File: src/rtl/spram_arb_pkg.sv
// Shared widths and arbiter state encoding for the SPRAM frame-buffer arbiter.
package spram_arb_pkg;

    localparam int SPRAM_ADDR_W = 15;
    localparam int PIX_W        = 12;
    localparam int COORD_W      = 10;

    typedef enum logic [1:0] {
        IDLE  = 2'd0,
        WRITE = 2'd1,
        READ  = 2'd2
    } arb_state_t;

endpackage

File: src/rtl/spram_arb_fifo.sv
// Synchronous write FIFO for incoming pixels. Flush empties the queue; a push
// in the same cycle as a flush lands as the first entry of the fresh queue.
// A push while full is accepted only when a pop happens in the same cycle.
module spram_arb_fifo
    import spram_arb_pkg::*;
#(
    parameter int DEPTH = 8,
    parameter int WIDTH = PIX_W
) (
    input  logic                       clk,
    input  logic                       rst_n,
    input  logic                       flush,
    input  logic                       push,
    input  logic [WIDTH-1:0]           push_data,
    input  logic                       pop,
    output logic [WIDTH-1:0]           head,
    output logic                       full,
    output logic                       empty,
    output logic [$clog2(DEPTH):0]     count
);

    localparam int AW    = $clog2(DEPTH);
    localparam int CNT_W = AW + 1;

    logic [WIDTH-1:0] mem [DEPTH];
    logic [AW-1:0]    wr_ptr;
    logic [AW-1:0]    rd_ptr;
    logic             push_ok;
    logic             pop_ok;

    assign full    = (count == CNT_W'(DEPTH));
    assign empty   = (count == '0);
    assign head    = mem[rd_ptr];
    assign push_ok = push && (flush || !full || pop);
    assign pop_ok  = pop && !empty && !flush;

    // Pointer and occupancy bookkeeping
    always_ff @(posedge clk or negedge rst_n) begin
        if (!rst_n) begin
            wr_ptr <= '0;
            rd_ptr <= '0;
            count  <= '0;
        end else if (flush) begin
            wr_ptr <= AW'(push_ok);
            rd_ptr <= '0;
            count  <= CNT_W'(push_ok);
        end else begin
            if (push_ok) wr_ptr <= wr_ptr + AW'(1);
            if (pop_ok)  rd_ptr <= rd_ptr + AW'(1);
            count <= count + CNT_W'(push_ok) - CNT_W'(pop_ok);
        end
    end

    // Storage array; contents need no reset because occupancy gates all reads
    always_ff @(posedge clk) begin
        if (push_ok) mem[flush ? '0 : wr_ptr] <= push_data;
    end

endmodule

File: src/rtl/spram_arbiter.sv
// Single-port RAM arbiter between a raster-order pixel writer (buffered in a
// small FIFO) and a never-stalling VGA pixel reader. Reads always win.
// Optional statistics counters are built when SPRAM_ARB_STATS_EN is defined.
//
// state | meaning
// IDLE  | no SPRAM access this cycle (also used for discarded pixels)
// WRITE | SPRAM write of the FIFO head at o_pix_cnt
// READ  | SPRAM read address driven for a pixel fetch
module spram_arbiter
    import spram_arb_pkg::*;
#(
    parameter int IMG_W       = 160,
    parameter int IMG_H       = 120,
    parameter int WFIFO_DEPTH = 8
) (
    input  logic                    i_clk_sys,
    input  logic                    i_rst_n,
    input  logic                    i_frame_start,
    input  logic                    i_wr_valid,
    input  logic [PIX_W-1:0]        i_wr_data,
    output logic                    o_wr_ready,
    input  logic                    i_rd_req,
    input  logic [COORD_W-1:0]      i_rd_x,
    input  logic [COORD_W-1:0]      i_rd_y,
    output logic                    o_rd_valid,
    output logic [PIX_W-1:0]        o_rd_data,
    output logic [SPRAM_ADDR_W-1:0] o_spram_addr,
    output logic [PIX_W-1:0]        o_spram_wr_data,
    output logic                    o_spram_wre,
    input  logic [PIX_W-1:0]        i_spram_rd_data,
    output logic [SPRAM_ADDR_W-1:0] o_pix_cnt,
    output logic                    o_image_complete
`ifdef SPRAM_ARB_STATS_EN
    ,
    output logic [15:0]             o_stall_cnt,
    output logic [7:0]              o_ovf_cnt
`endif
);

    localparam int CNT_W = $clog2(WFIFO_DEPTH) + 1;
    localparam logic [SPRAM_ADDR_W-1:0] PIX_LAST = SPRAM_ADDR_W'(IMG_W * IMG_H - 1);

    arb_state_t              state;
    logic                    push;
    logic                    pop;
    logic [PIX_W-1:0]        fifo_head;
    logic                    fifo_full;
    logic                    fifo_empty;
    logic [CNT_W-1:0]        fifo_count;
    logic [SPRAM_ADDR_W-1:0] rd_addr;
    logic                    rd_oob;
    logic                    rd_oob_s1;
    logic                    rd_oob_s2;
    logic                    done;

    // Ready comes from the registered occupancy, so a same-cycle pop never frees a slot early.
    assign o_wr_ready = (fifo_count != CNT_W'(WFIFO_DEPTH));
    assign push       = i_wr_valid && !fifo_full;
    assign pop        = !i_frame_start && !i_rd_req && !fifo_empty;

    assign rd_addr = SPRAM_ADDR_W'(20'(i_rd_y) * 20'(IMG_W) + 20'(i_rd_x));
    assign rd_oob  = (int'(i_rd_x) >= IMG_W) || (int'(i_rd_y) >= IMG_H);

    // SPRAM data arrives one cycle after the address, alongside o_rd_valid.
    assign o_rd_data = (o_rd_valid && !rd_oob_s2) ? i_spram_rd_data : '0;

    spram_arb_fifo #(
        .DEPTH (WFIFO_DEPTH),
        .WIDTH (PIX_W)
    ) u_fifo (
        .clk       (i_clk_sys),
        .rst_n     (i_rst_n),
        .flush     (i_frame_start),
        .push      (push),
        .push_data (i_wr_data),
        .pop       (pop),
        .head      (fifo_head),
        .full      (fifo_full),
        .empty     (fifo_empty),
        .count     (fifo_count)
    );

    // Arbitration FSM with registered SPRAM port, read pipeline and pixel counter
    always_ff @(posedge i_clk_sys or negedge i_rst_n) begin
        if (!i_rst_n) begin
            state            <= IDLE;
            o_spram_addr     <= '0;
            o_spram_wr_data  <= '0;
            o_spram_wre      <= 1'b0;
            o_pix_cnt        <= '0;
            o_image_complete <= 1'b0;
            o_rd_valid       <= 1'b0;
            rd_oob_s1        <= 1'b0;
            rd_oob_s2        <= 1'b0;
            done             <= 1'b0;
        end else begin
            state            <= IDLE;
            o_spram_wre      <= 1'b0;
            o_image_complete <= 1'b0;
            o_rd_valid       <= (state == READ);
            rd_oob_s2        <= rd_oob_s1;
            rd_oob_s1        <= rd_oob;

            if (i_rd_req) begin
                state <= READ;
                // Out-of-range fetches leave the address bus untouched.
                if (!rd_oob) o_spram_addr <= rd_addr;
            end else if (pop && !done) begin
                state           <= WRITE;
                o_spram_wre     <= 1'b1;
                o_spram_addr    <= o_pix_cnt;
                o_spram_wr_data <= fifo_head;
                o_pix_cnt       <= o_pix_cnt + SPRAM_ADDR_W'(1);
                if (o_pix_cnt == PIX_LAST) begin
                    done             <= 1'b1;
                    o_image_complete <= 1'b1;
                end
            end

            if (i_frame_start) begin
                o_pix_cnt <= '0;
                done      <= 1'b0;
            end
        end
    end

`ifdef SPRAM_ARB_STATS_EN
    // Saturating stall/overflow statistics, cleared at every frame start
    always_ff @(posedge i_clk_sys or negedge i_rst_n) begin
        if (!i_rst_n) begin
            o_stall_cnt <= '0;
            o_ovf_cnt   <= '0;
        end else if (i_frame_start) begin
            o_stall_cnt <= '0;
            o_ovf_cnt   <= '0;
        end else begin
            if (i_rd_req && !fifo_empty && o_stall_cnt != 16'hFFFF)
                o_stall_cnt <= o_stall_cnt + 16'd1;
            if (i_wr_valid && !o_wr_ready && o_ovf_cnt != 8'hFF)
                o_ovf_cnt <= o_ovf_cnt + 8'd1;
        end
    end
`endif

endmodule

File: config.mk
export PLATFORM = sky130hd
export DESIGN_NAME = spram_arbiter
export DESIGN_NICKNAME = d
export VERILOG_FILES = /design/src/rtl/spram_arb_pkg.sv /design/src/rtl/spram_arb_fifo.sv /design/src/rtl/spram_arbiter.sv
export SDC_FILE = /design/constraint.sdc
export NUM_CORES = 1
export LEC_CHECK = 0
export CAP_MARGIN = 20
export CORE_MARGIN = 4
export CORE_UTILIZATION = 59
export DETAILED_ROUTE_END_ITERATION = 16
export GPL_ROUTABILITY_DRIVEN = 0
export PLACE_DENSITY = 0.85
export SLEW_MARGIN = 20
export SYNTH_ARGS = -nofsm -noshare
export SYNTH_HDL_FRONTEND = slang
export SYNTH_HIERARCHICAL = 1
export SYNTH_SLANG_ARGS = --single-unit
File: constraint.sdc
create_clock -name i_clk_sys -period 9.6 [get_ports i_clk_sys]
set_input_delay 1.92 -clock i_clk_sys [delete_from_list [all_inputs] [get_ports i_clk_sys]]
set_output_delay 1.92 -clock i_clk_sys [all_outputs]
set_load 0.02 [all_outputs]
==> out/metrics.yaml, run 1 <==
grt:
  grt_pass1_wl_um: 24690
  grt_max_degree: 60
  gr-usage-all-layers: 0.2260
  gr-total-overflow: 0
  antenna_found_initial: 0
  grt_pass1_vias: 4661
clock_tree:
  path_clk_slew_ns: 0.06
  clkSinkCount: 155
  cts_tree: "done"
  worstSkewPairLatency_ns: 0.42
  post_cts_buffers: 0
  post_cts_resized: 0
  cts_buffer_depth: 2
  cts_made_buffers: 17
  cts_hold_buf: 0
  cts-root-buf: "clkbuf_16"
  h-tree-depth: 4
logic_synthesis:
  synth_cells: 491
  yosysTopAreaCellShare: 0.3943
  syn_area_mm2: 0.007312
  avgSynthCellArea_um2: 14.89
  synth_seq_cells: 155
  synth-edff-count: 96
  seq_area_frac_synth: 0.5962
  ys_warn_count: 6
  synth-async-reset-ratio: 0.3806
  dominantRegCellSynth: "edfxtp_1"
  synth_cell_type_count: 58
  ys_top_cells_by_area: "edfxtp_1, dfrtp_1, mux4_1, ha_1, mux2_2"
  synth.net_count: 570
  synth_area_leader_cell: "edfxtp_1"
timing:
  rsz0062_at_grt: "no"
  worst_pin_slew_ns: 1.017
  max_freq_ghz: 0.1988
  setup_violations: 0
  setup_slack_ns: 4.569
  min_period_over_period: 0.5240
  fin_skew_ns: 0.008195
  hold_violations: 0
  period_minus_slack_ns: 5.031
  hold_ws_ns: 0.3528
  fin_tns_setup_ns: 0
  maxSlewViolCount: 0
  maxSlewHeadroom: 0.3171
cells_and_area:
  fillers: 695
  nets: 689
  diodes: 0
  multi_input_area_mm2: 0.002820
  seq_area_mm2: 0.004359
  finalNonFillerCells: 791
  drive_gt1_frac: 0.1413
  syn2layout_area_growth_pct: 25.77
  final_util: 0.7624
  post-route-cell-area_mm2: 0.009196
power:
  ir_drop_uv: 141.9
  total_power_mw: 2.063
  cellPowerDensity_mw_per_mm2: 224.3
  leakage_nw: 3.487
drt:
  antenna_left: 0
  drc: 0
  detail_route.iter0.violations: 344
  wirelength_um: 15570
  wl_per_cell_um: 19.69
  avgViaCountPerCell: 5.814
  vias: 4599
  drtPass1Iterations: 7
die:
  die_h_um: 119.3
  core-area_mm2: 0.01206
  die_w_um: 119.3
  ios: 107
  start_util: 0.6062
  rows: 40
  dieArea_mm2: 0.01424
place:
  dp_hpwl_um: 9844
  placed_cell_area_mm2: 0.008588
  pre_cts_ws_ns: 4.567
  place_inst: 758
  portBuffers: 106
setup_path:
  max_stage_delay_ns: 0.61
  cp-start-kind: "input port"
  cp_slowest_cell: "clkdlybuf4s50_1"
  critical_path_arrival_ns: 3.11
  cp_max_fo: 1
  end_kind: "primary output"
  crit_path_cell_trace: "clkdlybuf4s50_1 -> and2_1 -> clkdlybuf4s50_1"
  r2r_cells: 12
  cp.depth: 3
  cp_common_cell: "clkdlybuf4s50_1"
  required_ns: 7.68
  critPathTopFamily: "buffers and inverters"
  crit_buf_inv: 2
  crit_type: "in2out"
worst_hold_path:
  min_delay_path_depth: 0
  hold_class: "reg2reg"
outcome:
  status: "complete, no violations"
flow_run:
  cap_viol_max_count: 0
[flip-flops by register name (all words and copies together), names as in the netlist, 2 cells and up]
| register | cells |
|---|---|
| o_pix_cnt | 15 |
| u_fifo/rd_ptr | 3 |
| state | 2 |
| u_fifo/wr_ptr | 3 |
| o_spram_wr_data | 12 |
| o_spram_addr | 15 |
| u_fifo/count | 4 |
| u_fifo/mem | 96 |
[cells by family after synthesis]
kind of cell	Yosys count	synth area share
adder cells (fa/ha/maj)	30	0.05441
buffers and inverters	33	0.02224
multiplexers	67	0.1489
AO/OA/AOI/OAI	58	0.05271
XOR/XNOR	27	0.03422
AND/OR/NAND/NOR	121	0.09138
flip-flops	155	0.5962
[synthesized netlist by cell type (2+ instances only)]
master	instances
a211oi_1	4
o21ai_1	8
buf_2	4
a21oi_1	8
edfxtp_1	96
mux4_2	2
o2111ai_1	2
nor2_1	31
nor3b_1	4
nor2b_1	11
a21o_1	5
nand3_1	6
nand4_1	3
mux2i_1	15
fa_1	3
nand2_1	21
o21ai_0	18
buf_6	4
nor3_1	6
a21oi_2	2
and2_1	12
nor4_1	3
mux4_1	22
and4_1	2
mux2_2	27
clkbuf_1	9
o211ai_1	2
dfrtp_1	59
ha_1	27
xnor2_1	15
nand2b_1	6
xor2_1	11
and3_1	5
inv_1	14
[metal layers]
metal | global-route usage | part of all wire | up-vias
li1 | - | - | 2100
met1 | 0.2872 | 0.41 | 2291
met2 | 0.3808 | 0.50 | 187
met3 | 0.06078 | 0.074 | 21
met4 | 0.07158 | 0.012 | 0
met5 | 0 | 0 | -
[worst register-to-register path, stage by stage (launching register included)]
cell	delay, ns
dfrtp_1	0.34
inv_1	0.09
ha_1	0.20
nor3b_1	0.14
buf_4	0.17
nor3_1	0.62
nor2b_1	0.33
nor2b_1	0.18
ha_1	0.24
inv_1	0.06
ha_1	0.18
fa_1	0.43
nor2b_1	0.14
[worst paths after layout]
path	start	to	slack (ns)
min in group asynchronous	i_rst_n	o_spram_addr[8]	1.67
max	i_spram_rd_data[5]	o_rd_data[5]	4.57
min	rd_oob_s1	rd_oob_s2	0.35
min reg2reg	rd_oob_s1	rd_oob_s2	0.35
max in group asynchronous	i_rst_n	o_spram_wr_data[9]	7.41
max reg2reg	u_fifo/count[2]	u_fifo/count[1]	6.36
[power by group]
part           leakage [nW]  switching, mW  total [mW]  internal [mW]
combinational          1.57          0.271       0.536          0.264
clock                 0.284          0.271       0.665          0.394
sequential             1.63         0.0628       0.862          0.799
total                  3.49          0.605        2.06           1.46
[cell type report]
class,count,share of cell area
repair buffers,119,0.1259
flip-flops and latches,155,0.4740
clock inverters,14,0.01714
inverters,14,0.005714
well taps,168,0.02286
clock buffers,18,0.04776
multi-input cells,303,0.3067
[cell usage in the layout (no fill, tap or decap), drive strengths merged, types with 5 or more instances in the layout]
cell type      instances
nand2b                 6
nand2                 21
ha                    27
a211oi                 5
o21ai                 26
inv                   19
nor2                  31
and3                   5
xnor2                 15
nor2b                 11
dfrtp                 59
clkbuf                18
nand3                  6
mux2                  28
mux2i                 15
edfxtp                96
nor3                   7
mux4                  24
a21oi                 10
buf                   14
clkdlybuf4s50        105
and2                  12
a21o                   5
xor2                  11
(Power assumes the default switching activity.)
==> run 2, diff against run 1 <==
--- a/config.mk
+++ b/config.mk
@@ -7,10 +7,10 @@
 export LEC_CHECK = 0
 export CAP_MARGIN = 20
 export CORE_MARGIN = 4
-export CORE_UTILIZATION = 59
+export CORE_UTILIZATION = 49
 export DETAILED_ROUTE_END_ITERATION = 16
 export GPL_ROUTABILITY_DRIVEN = 0
-export PLACE_DENSITY = 0.85
+export PLACE_DENSITY = 0.75
 export SLEW_MARGIN = 20
 export SYNTH_ARGS = -nofsm -noshare
 export SYNTH_HDL_FRONTEND = slang
==> constraint.sdc (replaced) <==
create_clock -name i_clk_sys -period 4.6 [get_ports i_clk_sys]
set_input_delay 0.92 -clock i_clk_sys [delete_from_list [all_inputs] [get_ports i_clk_sys]]
set_output_delay 0.92 -clock i_clk_sys [all_outputs]
set_load 0.02 [all_outputs]
==> run 2 against run 1 <==
Sequential power rose by 110%. First-iteration DRC count fell by 13%. Sequential share of layout area rose by 0.10 points. Count of clock-buffer cells in the layout rose by 2. Final area fell by 0.22%. Routed wire length fell by 4.4%. Worst hold slack got worse by 0.0014 ns. Register-to-register slack got worse by 4.9 ns. Highest routed layer unchanged.
==> out/metrics.yaml, run 2 (synthesis gave the netlist of run 1 again) <==
outcome:
  status: "complete, no violations"
cells_and_area:
  syn2layout_area_growth_pct: 25.50
  largest_register_ffs: 96  # unchanged
  final_common_cell: "clkdlybuf4s50_1"
  diodes: 0  # unchanged
  top_register: "u_fifo/mem"
  nets: 690  # +0.15%
  reg_top3: "u_fifo/mem (96), o_pix_cnt (15), o_spram_addr (15)"
  drive_gt1_frac: 0.1410  # -0.0002264
  final_cell_mix: "clkdlybuf4s50_1, edfxtp_1, dfrtp_1, nor2_1"
power:
  leakage_nw: 3.481  # -0.17%
  cellPowerDensity_mw_per_mm2: 459.1  # +100%
  ir_drop_uv: 426.2  # +200%
  total_power_mw: 4.213  # +100%
grt:
  grt_use_met1: 0.2438  # -0.04334
  grt_pass1_vias: 4518  # -3.1%
  grtUsageMet3: 0.04339  # -0.01739
  gr-usage-all-layers: 0.1835  # -0.04255
  gr-total-overflow: 0  # unchanged
  antenna_found_initial: 0  # unchanged
  grt_pass1_wl_um: 23470  # -4.9%
  grt_max_degree: 40  # -33%
  met2_usage: 0.3024  # -0.07843
  busiest_layer: "met2"
timing:
  min_period_over_period: 0.7420
  setup_violations: 0  # unchanged
  worst_pin_slew_ns: 0.9857  # -0.03108 ns
  rsz0062_at_grt: "no"
  maxSlewHeadroom: 0.3429  # +0.02581
  period_minus_slack_ns: 3.413
  fin_skew_ns: 0.004533  # -0.003662 ns
  max_freq_ghz: 0.2930
  fin_tns_setup_ns: 0  # unchanged
  hold_violations: 0  # unchanged
  maxSlewViolCount: 0  # unchanged
setup_path:
  crit_type: "in2reg"
  required_ns: 4.91  # -2.77 ns
  crit_path_cell_trace: "clkdlybuf4s50_1 -> ha_1 -> ha_1 -> fa_1 -> ha_1 -> a21boi_0 -> o2111ai_2 -> xnor3_1 -> a2bb2oi_2"
  cp-start-kind: "input port"
  cp_max_fo: 3  # +2
  max_stage_delay_ns: 0.45  # -0.16 ns
  critical_path_arrival_ns: 3.72  # +0.61 ns
  end_kind: "flop"
  cp_common_cell: "ha_1"
  cp_slowest_cell: "clkdlybuf4s50_1"
clock_tree:
  post_cts_resized: 0  # unchanged
  clkSinkCount: 155  # unchanged
  cts_hold_buf: 0  # unchanged
  cts_tree: "done"
  post_cts_buffers: 0  # unchanged
  cts-root-buf: "clkbuf_16"
  path_clk_slew_ns: 0.06  # about the same
  cts_made_buffers: 17  # unchanged
  worstSkewPairLatency_ns: 0.42  # about the same
  cts_buffer_depth: 2  # unchanged
  h-tree-depth: 4  # unchanged
die:
  start_util: 0.5012  # -0.1050
  rows: 44  # +10%
  die_w_um: 130.2  # +9.1%
  dieArea_mm2: 0.01694  # +19%
  die_h_um: 130.2  # +9.1%
  ios: 107  # unchanged
  core-area_mm2: 0.01459  # +21%
drt:
  antenna_left: 0  # unchanged
  vias: 4481  # -2.6%
  avgViaCountPerCell: 5.546  # -4.6%
  detail_route.iter0.violations: 298  # -13%
  wirelength_um: 14890  # -4.4%
  drc: 0  # unchanged
  drtPass1Iterations: 4  # -3
  wl_per_cell_um: 18.43  # -6.4%
place:
  dp_hpwl_um: 9859  # +0.16%
  portBuffers: 106  # unchanged
worst_hold_path:
  hold_class: "reg2reg"
flow_run:
  cap_viol_max_count: 0  # unchanged
## run 2: cell types whose count changed in the layout (fill, tap and decap cells not counted), moves of 2 or more
cell / delta
inv_6: -3
buf_4: +2
clkinv_2: +2
nor4_2: +2
nor4_4: -2
## run 2: worst paths after layout
kind | from | endpoint | slack, ns | depth (start not counted)
min reg2reg | rd_oob_s1 | rd_oob_s2 | 0.35 | 0
min | rd_oob_s1 | rd_oob_s2 | 0.35 | 0
max reg2reg | u_fifo/count[2] | u_fifo/count[1] | 1.43 | 12
min in group asynchronous | i_rst_n | o_spram_addr[7] | 0.66 | 1
max in group asynchronous | i_rst_n | o_image_complete | 3.09 | 2
max | i_rd_y[1] | o_spram_addr[13] | 1.19 | 9
## run 2: power by group
group          internal [mW]  switching [mW]  leakage (nW)  total [mW]
combinational          0.549           0.549          1.57        1.10
sequential              1.67           0.117          1.63        1.79
clock                  0.777           0.554         0.275        1.33
## run 2: cell type report
class                           instances  area [um^2]
Timing Repair Buffer                  120         1161
Tap cell                              184        230.2
Fill cell                            1046         5413
Multi-Input combinational cell        303         2803
Inverter                               14        52.55
Sequential cell                       155         4359
Clock inverter                         12        113.9
Clock buffer                           20        456.7
## run 2: per-layer routing
layer / routed length, um / part of all wire
met5: 0 / 0
met4: 193 / 0.013
met3: 1041 / 0.070
met2: 7098 / 0.48
met1: 6559 / 0.44
## run 2: worst max-delay path: cells and delay by family
| family | cells | cell delay (ns) |
|---|---|---|
| AO/OA/AOI/OAI | 3 | 0.65 |
| XOR/XNOR | 1 | 0.37 |
| buffers and inverters | 1 | 0.45 |
| adder cells (fa/ha/maj) | 4 | 1.33 |
## run 2: per-stage QoR
| step | setup WS, ns | cells | utilization | cell area [um^2] | hold slack [ns] |
|---|---|---|---|---|---|
| global placement | 0.7872 | 776 | 0.5899 | 8606 | 0.3376 |
| detailed placement | 0.7445 | 776 | 0.5899 | 8606 | 0.3419 |
| finish | 1.187 | 808 | 0.6290 | 9176 | 0.3514 |
| global route | 1.030 | 808 | 0.6290 | 9176 | 0.3631 |
| floorplan | 0.8813 | 491 | - | 7312 | 0.3312 |
| CTS | 1.193 | 808 | 0.6290 | 9176 | 0.3558 |
